**config.mk**
```make
export PLATFORM = sky130hd
export DESIGN_NAME = mx_seu_pipe
export DESIGN_NICKNAME = d
export VERILOG_FILES = /design/src/rtl/mx_seu_pkg.sv /design/src/rtl/mx_seu_alu.sv /design/src/rtl/mx_seu_pipe.sv
export SDC_FILE = /design/constraint.sdc
export NUM_CORES = 1
export LEC_CHECK = 0
export CAP_MARGIN = 20
export CORE_ASPECT_RATIO = 1.5
export CORE_MARGIN = 3
export CORE_UTILIZATION = 45
export CTS_BUF_LIST = sky130_fd_sc_hd__clkbuf_2 sky130_fd_sc_hd__clkbuf_4 sky130_fd_sc_hd__clkbuf_8
export DETAILED_ROUTE_END_ITERATION = 8
export GPL_ROUTABILITY_DRIVEN = 0
export PLACE_DENSITY = 0.83
export SYNTH_ARGS = -nofsm -noshare
export SYNTH_HDL_FRONTEND = slang
export SYNTH_HIERARCHICAL = 1
export SYNTH_SLANG_ARGS = --single-unit
```
**constraint.sdc**
```tcl
create_clock -name clk -period 5.1 [get_ports clk]
set_clock_uncertainty 0.15 [all_clocks]
set_input_delay 0.51 -clock clk [delete_from_list [all_inputs] [get_ports clk]]
set_output_delay 0.51 -clock clk [all_outputs]
set_load 0.1 [all_outputs]
```
**src/rtl/mx_seu_pkg.sv**
```systemverilog
// Shared encodings for the pipelined scalar execution unit: opcodes, flag bit
// positions and the issue bundle captured into the execute stage.
package mx_seu_pkg;

   typedef enum logic [3:0] {
      OP_MOV = 4'h0, OP_ADD = 4'h1, OP_ADC = 4'h2, OP_SUB = 4'h3,
      OP_SBB = 4'h4, OP_AND = 4'h5, OP_OR  = 4'h6, OP_XOR = 4'h7,
      OP_NOT = 4'h8, OP_SHL = 4'h9, OP_SHR = 4'hA, OP_ROL = 4'hB,
      OP_ROR = 4'hC, OP_INC = 4'hD, OP_DEC = 4'hE, OP_CMP = 4'hF
   } seu_op_e;

   localparam int NUM_FLAGS = 5;
   localparam int FLG_P     = 0;
   localparam int FLG_V     = 1;
   localparam int FLG_N     = 2;
   localparam int FLG_C     = 3;
   localparam int FLG_Z     = 4;

   // Widest datapath/address the issue bundle can carry; narrower instances zero-extend.
   localparam int SEU_MAX_DW = 64;
   localparam int SEU_MAX_AW = 16;

   typedef struct packed {
      seu_op_e                 op;
      logic [SEU_MAX_AW-1:0]   dst;
      logic                    bank;
      logic [SEU_MAX_DW-1:0]   a;
      logic [SEU_MAX_DW-1:0]   b;
   } seu_issue_t;

   function automatic logic is_carry_op(input seu_op_e op);
      return (op == OP_ADC) || (op == OP_SBB);
   endfunction

endpackage

```
**src/rtl/mx_seu_alu.sv**
```systemverilog
// Combinational ALU for mx_seu_pipe: result plus {Z,C,N,V,P} flags for all
// sixteen opcodes. C is carry for add/inc and borrow for sub/dec/cmp.
module mx_seu_alu
   import mx_seu_pkg::*;
#(
   parameter int DATA_WIDTH = 8
) (
   input  seu_op_e                 op_i,
   input  logic [DATA_WIDTH-1:0]   a_i,
   input  logic [DATA_WIDTH-1:0]   b_i,
   input  logic                    cin_i,
   output logic [DATA_WIDTH-1:0]   res_o,
   output logic [NUM_FLAGS-1:0]    flags_o
);

   localparam int MSB = DATA_WIDTH - 1;

   logic [DATA_WIDTH:0]   ext;
   logic [DATA_WIDTH-1:0] r;
   logic                  cy;
   logic                  ov;

   always_comb begin
      ext = '0;
      r   = a_i;
      cy  = 1'b0;
      ov  = 1'b0;
      unique case (op_i)
         OP_MOV: r = a_i;
         OP_ADD, OP_ADC: begin
            ext = {1'b0, a_i} + {1'b0, b_i} + (DATA_WIDTH+1)'((op_i == OP_ADC) && cin_i);
            r   = ext[MSB:0];
            cy  = ext[DATA_WIDTH];
            ov  = (a_i[MSB] == b_i[MSB]) && (r[MSB] != a_i[MSB]);
         end
         // Widened subtraction: the extra top bit is the unsigned borrow.
         OP_SUB, OP_SBB, OP_CMP: begin
            ext = {1'b0, a_i} - {1'b0, b_i} - (DATA_WIDTH+1)'((op_i == OP_SBB) && cin_i);
            r   = ext[MSB:0];
            cy  = ext[DATA_WIDTH];
            ov  = (a_i[MSB] != b_i[MSB]) && (r[MSB] != a_i[MSB]);
         end
         OP_AND: r = a_i & b_i;
         OP_OR:  r = a_i | b_i;
         OP_XOR: r = a_i ^ b_i;
         OP_NOT: r = ~a_i;
         OP_SHL: begin r = {a_i[MSB-1:0], 1'b0};    cy = a_i[MSB]; end
         OP_SHR: begin r = {1'b0, a_i[MSB:1]};      cy = a_i[0];   end
         OP_ROL: begin r = {a_i[MSB-1:0], a_i[MSB]}; cy = a_i[MSB]; end
         OP_ROR: begin r = {a_i[0], a_i[MSB:1]};    cy = a_i[0];   end
         OP_INC: begin
            ext = {1'b0, a_i} + (DATA_WIDTH+1)'(1);
            r   = ext[MSB:0];
            cy  = ext[DATA_WIDTH];
            ov  = ~a_i[MSB] & r[MSB];
         end
         OP_DEC: begin
            ext = {1'b0, a_i} - (DATA_WIDTH+1)'(1);
            r   = ext[MSB:0];
            cy  = ext[DATA_WIDTH];
            ov  = a_i[MSB] & ~r[MSB];
         end
      endcase
   end

   assign res_o          = r;
   assign flags_o[FLG_Z] = ~|r;
   assign flags_o[FLG_C] = cy;
   assign flags_o[FLG_N] = r[MSB];
   assign flags_o[FLG_V] = ov;
   assign flags_o[FLG_P] = ~^r;

endmodule

```
**src/rtl/mx_seu_pipe.sv**
```systemverilog
// Two-stage (execute / write-back) scalar execution unit with register-bus taps.
// Define MX_SEU_FWD_EN to resolve hazards by bypass instead of interlock stalls.
module mx_seu_pipe
   import mx_seu_pkg::*;
#(
   parameter int DATA_WIDTH = 8,
   parameter int DEPTH      = 16,
   parameter int FLAG_IDX   = 7,
   parameter int AW         = $clog2(DEPTH)
) (
   input  logic                          clk,
   input  logic                          rst_n,
   input  logic                          in_valid,
   output logic                          in_ready,
   input  logic                          fetch,
   input  logic                          ldi,
   input  logic [DATA_WIDTH-1:0]         ldv,
   input  logic [3:0]                    opcode,
   input  logic [AW-1:0]                 src_a,
   input  logic [AW-1:0]                 src_b,
   input  logic [AW-1:0]                 dst_f,
   input  logic [DEPTH*DATA_WIDTH-1:0]   reg_line,
   output logic [DEPTH-1:0]              wr_en,
   output logic [DEPTH*DATA_WIDTH-1:0]   data_line,
   output logic [AW:0]                   load_addr,
   output logic                          wb_valid,
   output logic                          busy
);

   localparam logic [AW-1:0] FLG_REG = AW'(FLAG_IDX);

   function automatic logic [DATA_WIDTH-1:0] tap(input logic [DEPTH*DATA_WIDTH-1:0] bus,
                                                 input logic [AW-1:0] idx);
      return bus[int'(idx)*DATA_WIDTH +: DATA_WIDTH];
   endfunction

   // An in-flight entry writes register r if r is its destination or the flag register.
   function automatic logic hits(input logic vld, input seu_op_e op,
                                 input logic [AW-1:0] dst, input logic [AW-1:0] r);
      return vld && (((r == dst) && (op != OP_CMP)) || (r == FLG_REG));
   endfunction

   function automatic logic [DATA_WIDTH-1:0] fwd_val(input seu_op_e op, input logic [AW-1:0] dst,
                                                     input logic [AW-1:0] r,
                                                     input logic [DATA_WIDTH-1:0] res,
                                                     input logic [DATA_WIDTH-1:0] flagreg);
      return ((r == dst) && (op != OP_CMP)) ? res : flagreg;
   endfunction

   logic                  e_vld_q, w_vld_q, rdy_q;
   seu_issue_t            e_q, iss_d;
   logic [DATA_WIDTH-1:0] w_res_q;
   logic [NUM_FLAGS-1:0]  w_flags_q;
   logic [AW-1:0]         w_dst_q;
   logic                  w_bank_q;
   seu_op_e               w_op_q;

   seu_op_e               in_op, e_op;
   logic [AW-1:0]         e_dst;
   logic [DATA_WIDTH-1:0] e_a, e_b, e_res;
   logic [NUM_FLAGS-1:0]  e_flags;
   logic [DATA_WIDTH-1:0] flag_lane, w_flagreg, flag_base;
   logic [DATA_WIDTH-1:0] op_a, op_b;
   logic                  acc;
   logic                  unused_hi;

   assign in_op     = seu_op_e'(opcode);
   assign e_op      = e_q.op;
   assign e_dst     = e_q.dst[AW-1:0];
   assign e_a       = e_q.a[DATA_WIDTH-1:0];
   assign e_b       = e_q.b[DATA_WIDTH-1:0];
   assign unused_hi = ^{e_q.a, e_q.b, e_q.dst};

   // Architecturally latest flag register: what it holds once W has retired.
   assign flag_lane = tap(reg_line, FLG_REG);
   assign w_flagreg = ((w_op_q != OP_CMP) && (w_dst_q == FLG_REG)) ? w_res_q
                    : {flag_lane[DATA_WIDTH-1:NUM_FLAGS], w_flags_q};
   assign flag_base = w_vld_q ? w_flagreg : flag_lane;

   mx_seu_alu #(.DATA_WIDTH(DATA_WIDTH)) u_alu (
      .op_i    (e_op),
      .a_i     (e_a),
      .b_i     (e_b),
      .cin_i   (flag_base[FLG_C]),
      .res_o   (e_res),
      .flags_o (e_flags)
   );

`ifdef MX_SEU_FWD_EN
   logic [DATA_WIDTH-1:0] e_flagreg;
   logic [DATA_WIDTH-1:0] fwd_a, fwd_b;

   assign e_flagreg = ((e_op != OP_CMP) && (e_dst == FLG_REG)) ? e_res
                    : {flag_base[DATA_WIDTH-1:NUM_FLAGS], e_flags};

   // W first, then E overrides: the younger producer wins.
   always_comb begin
      fwd_a = tap(reg_line, src_a);
      fwd_b = tap(reg_line, src_b);
      if (hits(w_vld_q, w_op_q, w_dst_q, src_a)) fwd_a = fwd_val(w_op_q, w_dst_q, src_a, w_res_q, w_flagreg);
      if (hits(w_vld_q, w_op_q, w_dst_q, src_b)) fwd_b = fwd_val(w_op_q, w_dst_q, src_b, w_res_q, w_flagreg);
      if (hits(e_vld_q, e_op, e_dst, src_a))     fwd_a = fwd_val(e_op, e_dst, src_a, e_res, e_flagreg);
      if (hits(e_vld_q, e_op, e_dst, src_b))     fwd_b = fwd_val(e_op, e_dst, src_b, e_res, e_flagreg);
   end

   assign op_a     = ldi ? ldv : fwd_a;
   assign op_b     = fwd_b;
   assign in_ready = rdy_q;
`else
   logic haz_a, haz_b, haz_f;

   assign haz_a = !ldi && (hits(e_vld_q, e_op, e_dst, src_a) || hits(w_vld_q, w_op_q, w_dst_q, src_a));
   assign haz_b = hits(e_vld_q, e_op, e_dst, src_b) || hits(w_vld_q, w_op_q, w_dst_q, src_b);
   // Every op writes the flag register, so a carry consumer waits for an empty pipe.
   assign haz_f = is_carry_op(in_op) && (e_vld_q || w_vld_q);

   assign op_a     = ldi ? ldv : tap(reg_line, src_a);
   assign op_b     = tap(reg_line, src_b);
   assign in_ready = rdy_q && !(haz_a || haz_b || haz_f);
`endif

   assign acc = in_valid && in_ready;

   always_comb begin
      iss_d      = '0;
      iss_d.op   = in_op;
      iss_d.dst  = SEU_MAX_AW'(dst_f);
      iss_d.bank = fetch && (opcode != 4'h0);
      iss_d.a    = SEU_MAX_DW'(op_a);
      iss_d.b    = SEU_MAX_DW'(op_b);
   end

   always_ff @(posedge clk or negedge rst_n) begin
      if (!rst_n) begin
         rdy_q   <= 1'b0;
         e_vld_q <= 1'b0;
         w_vld_q <= 1'b0;
      end else begin
         rdy_q   <= 1'b1;
         e_vld_q <= acc;
         w_vld_q <= e_vld_q;
      end
   end

   // ---- issue -> E, E -> W data registers (qualified by the valid bits) ----
   always_ff @(posedge clk) begin
      if (acc) e_q <= iss_d;
      if (e_vld_q) begin
         w_res_q   <= e_res;
         w_flags_q <= e_flags;
         w_dst_q   <= e_dst;
         w_bank_q  <= e_q.bank;
         w_op_q    <= e_op;
      end
   end

   // ---- W: write-back strobes and lane data ----
   always_comb begin
      wr_en     = '0;
      data_line = '0;
      load_addr = '0;
      if (w_vld_q) begin
         load_addr = {w_bank_q, w_dst_q};
         if (w_op_q != OP_CMP) begin
            wr_en[w_dst_q] = 1'b1;
            data_line[int'(w_dst_q)*DATA_WIDTH +: DATA_WIDTH] = w_res_q;
         end
         if ((w_op_q == OP_CMP) || (w_dst_q != FLG_REG)) begin
            wr_en[FLG_REG] = 1'b1;
            data_line[FLAG_IDX*DATA_WIDTH +: DATA_WIDTH] =
               {flag_lane[DATA_WIDTH-1:NUM_FLAGS], w_flags_q};
         end
      end
   end

   assign wb_valid = w_vld_q;
   assign busy     = e_vld_q || w_vld_q;

endmodule

```
==> reports/results.ini <==
[route]
avgRoutedWirePerCell_microns = 22.3
drc = 0
route.vias.total = 8355
ant_nets = 0
drt-initial-drc-count = 632
first_pass_iters = 6
totalWireLength_mm = 29.8
via_per_inst = 6.26

[clocking]
clk_path_buf_depth = 2
cts.sinks = 50
clk_pin_slew_worst_paths_ns = 0.10
cts_resized = 0
cts_tree = done
htreeDepth = 2
cts_root_buf = clkbuf_8
cts_made_buffers = 5
cts_hold_buf = 0
insertion_delay_ns = 0.32
postCtsSetupBuffers = 0

[sta]
fin_ws_ns = 0.538
fin_setup_tns_ns = 0
setup_viol = 0
min_period_ns = 4.56
fin_hold_ws_ns = 0.216
slew_headroom_pct = 30.4
report.final.hold_viol_count = 0
fmax_mhz = 219
final_max_slew_viol_count = 0
period_share_pct = 89.4
rsz0062_at_grt = false
worst_pin_slew_ns = 1.04

[critical_path]
worstSetupPathType = register to register
reg2reg_to = w_flags_q[0]
critPathArrivalTime_ns = 4.48
cp-start-kind = register
ff2ff_path_depth = 16
crit_path_frequent_cell = ha_1
r2r_start = w_dst_q[1]
critPathMaxFanout = 9
path_cells = ha_1, and4_1, nand2_1, a31oi_1, nand2_1, fa_1, inv_1, ha_1, o21ai_0, a32oi_1, mux2i_1, o21ai_0, a41o_1, ha_1, xnor2_1, xnor2_1
reg2reg_slack_ns = 0.54
slowest_delay_ns = 0.53
worstPathRequired_ns = 5.02
cp-end-kind = register
cpMaxStageDelayCell = edfxtp_1

[layout]
area_growth_pct = 37.9
layout_common_cells = clkdlybuf4s50_1, buf_4, nor2_1, nand2_1, and2_1
final_nets = 1327
final_common_cell = clkdlybuf4s50_1
fin_util_pct = 63.4
layout-drive-gt1-share_pct = 18.3

[power_and_ir_drop]
power.switching_mw = 0.633
seq_power_share_pct = 32.2
power.density_nw_per_um2 = 157
comb_power_share_pct = 49.9
p_sw_share_pct = 37.9
p_leak_nw = 4.29
clockPowerShare_pct = 17.9
irDropWorstVdd_mv = 0.135
finalPower_mw = 1.67
p_int_mw = 1.04

[yosys]
syn-instance-count = 855
synth_area_sq_um = 7700
synth_seq_cells = 50
synth_ff_type = edfxtp_1
ys_warn_count = 6
synthDistinctLibCells = 78
synth.avg_cell_area_sq_um = 9.01
syn_nets = 1059
synth_seq_area_share_pct = 19.3
async_flop_share_pct = 6.00
synth_enable_flop_cells = 47

[place]
dpl.hpwl_mm = 23.9
pre_cts_ws_ns = 0.637
io_buffers = 308

[grt]
grt_pass1_vias = 8469
antenna_found_initial = 1
grt_max_degree = 49
grt.overflow.total = 0
grt_pass1_wl_mm = 45.9
grt_usage_pct = 30.6

[floorplanning]
die_area_sq_um = 18700
num_io_pins = 309
start_util_pct = 45.9
die_h_microns = 166
placementRows = 58
core_sq_um = 16800
die_x_microns = 113

[hold_path]
min_path_type = primary input to async pin

[job]
maxCapViolCount = 0

[run_status]
status = complete, no violations

synthesized netlist by cell type (6+ instances only):
cell      count  area share (%)
nor2b_1      11            0.89
xnor2_1      28             3.2
clkbuf_1     15            0.73
a32oi_1      13             1.5
nor3_1       12            0.78
nand4b_1      6            0.68
nor2_1      133             6.5
nand2_1      77             3.8
buf_2        32             2.1
a21oi_1      26             1.7
xor2_1       11             1.3
nand4_1      17             1.4
mux4_1       27             9.2
and2_1       57             4.6
edfxtp_1     47              18
o21a_1        6            0.58
mux2i_1      38             4.9
a31oi_1       6            0.49
o21ai_0      21             1.4
nand3_1      16             1.0
mux2_2       10             1.5
a22oi_1      18             1.8
mux4_2       29             8.5
ha_1         43             7.0
a21boi_0      8            0.78
inv_1        30             1.5
buf_4         7            0.68
nand2b_1      7            0.57
nand3b_1      7            0.68
layer usage:
metal	global-route usage [%]	routed length (microns)	share of wire, %
met1	34.3	10200	34
met3	6.71	2830	9.5
met4	16.5	1690	5.7
met2	53.2	15100	51
met5	0	0	0
kinds of logic (layout without fill, tap and decap cells):
logic type / count (synthesis) / count (layout) / share of synthesized area (%)
compound gates: 153 / 153 / 14.5
fa+ha+maj: 48 / 48 / 8.16
simple gates: 368 / 368 / 23.5
flops: 50 / 50 / 19.3
xor+xnor: 39 / 39 / 4.44
buf+inv: 91 / 360 / 5.78
other cells: 1 / 2 / 0.0487
mux: 105 / 105 / 24.3
power groups by stage:
stage	logic [mW]	clock network [mW]	registers (mW)
final	0.833	0.299	0.537
after global placement	0.802	0	0.545
after CTS	0.820	0.305	0.536
after global routing	0.887	0.320	0.541
after detailed placement	0.817	0	0.545
after floorplan	0.553	0	0.527
worst max-delay path, delay by kind of cell (launching register included):
kind	cells	cell delay (ns)
AOI/OAI and AO/OA	5	1.22
adders and majority gates	4	1.18
and+or+nand+nor	3	0.61
DFF	1	0.53
xor gates and xnor gates	2	0.28
muxes	1	0.27
buffers and inverters	1	0.08
registers in the layout, indices dropped and copies added, names as in the netlist:
| register | flops |
|---|---|
| e_a | 8 |
| e_b | 8 |
| e_dst | 4 |
| e_op | 4 |
| e_q | 1 |
| e_vld_q | 1 |
| rdy_q | 1 |
| w_bank_q | 1 |
| w_dst_q | 4 |
| w_flags_q | 5 |
| w_op_q | 4 |
| w_res_q | 8 |
| wb_valid | 1 |
worst max-delay path by stage:
stage	start	end	cells past startpoint
after global routing	w_dst_q[1]	w_flags_q[0]	16
final	w_dst_q[1]	w_flags_q[0]	16
after CTS	w_dst_q[1]	w_flags_q[0]	16
after global placement	reg_line[59]	w_flags_q[0]	14
after detailed placement	reg_line[59]	w_flags_q[0]	15
after floorplan	wb_valid	in_ready	5
layout make-up:
| type | instances | area, sq um |
|---|---|---|
| Fill cell | 1424 | 6140 |
| Antenna cell | 1 | 2.50 |
| Sequential cell | 50 | 1490 |
| Clock inverter | 2 | 38.8 |
| Clock buffer | 6 | 82.6 |
| Tap cell | 210 | 263 |
| Multi-Input combinational cell | 714 | 5780 |
| Timing Repair Buffer | 321 | 2850 |
| Inverter | 31 | 116 |
metrics by stage:
stage / std cells / instance area, sq um
finish: 1335 / 10600
global route: 1335 / 10600
CTS: 1334 / 10600
detailed placement: 1326 / 10500
global placement: 1326 / 10500
floorplan: 855 / 7710
(Power assumes the default switching activity.)
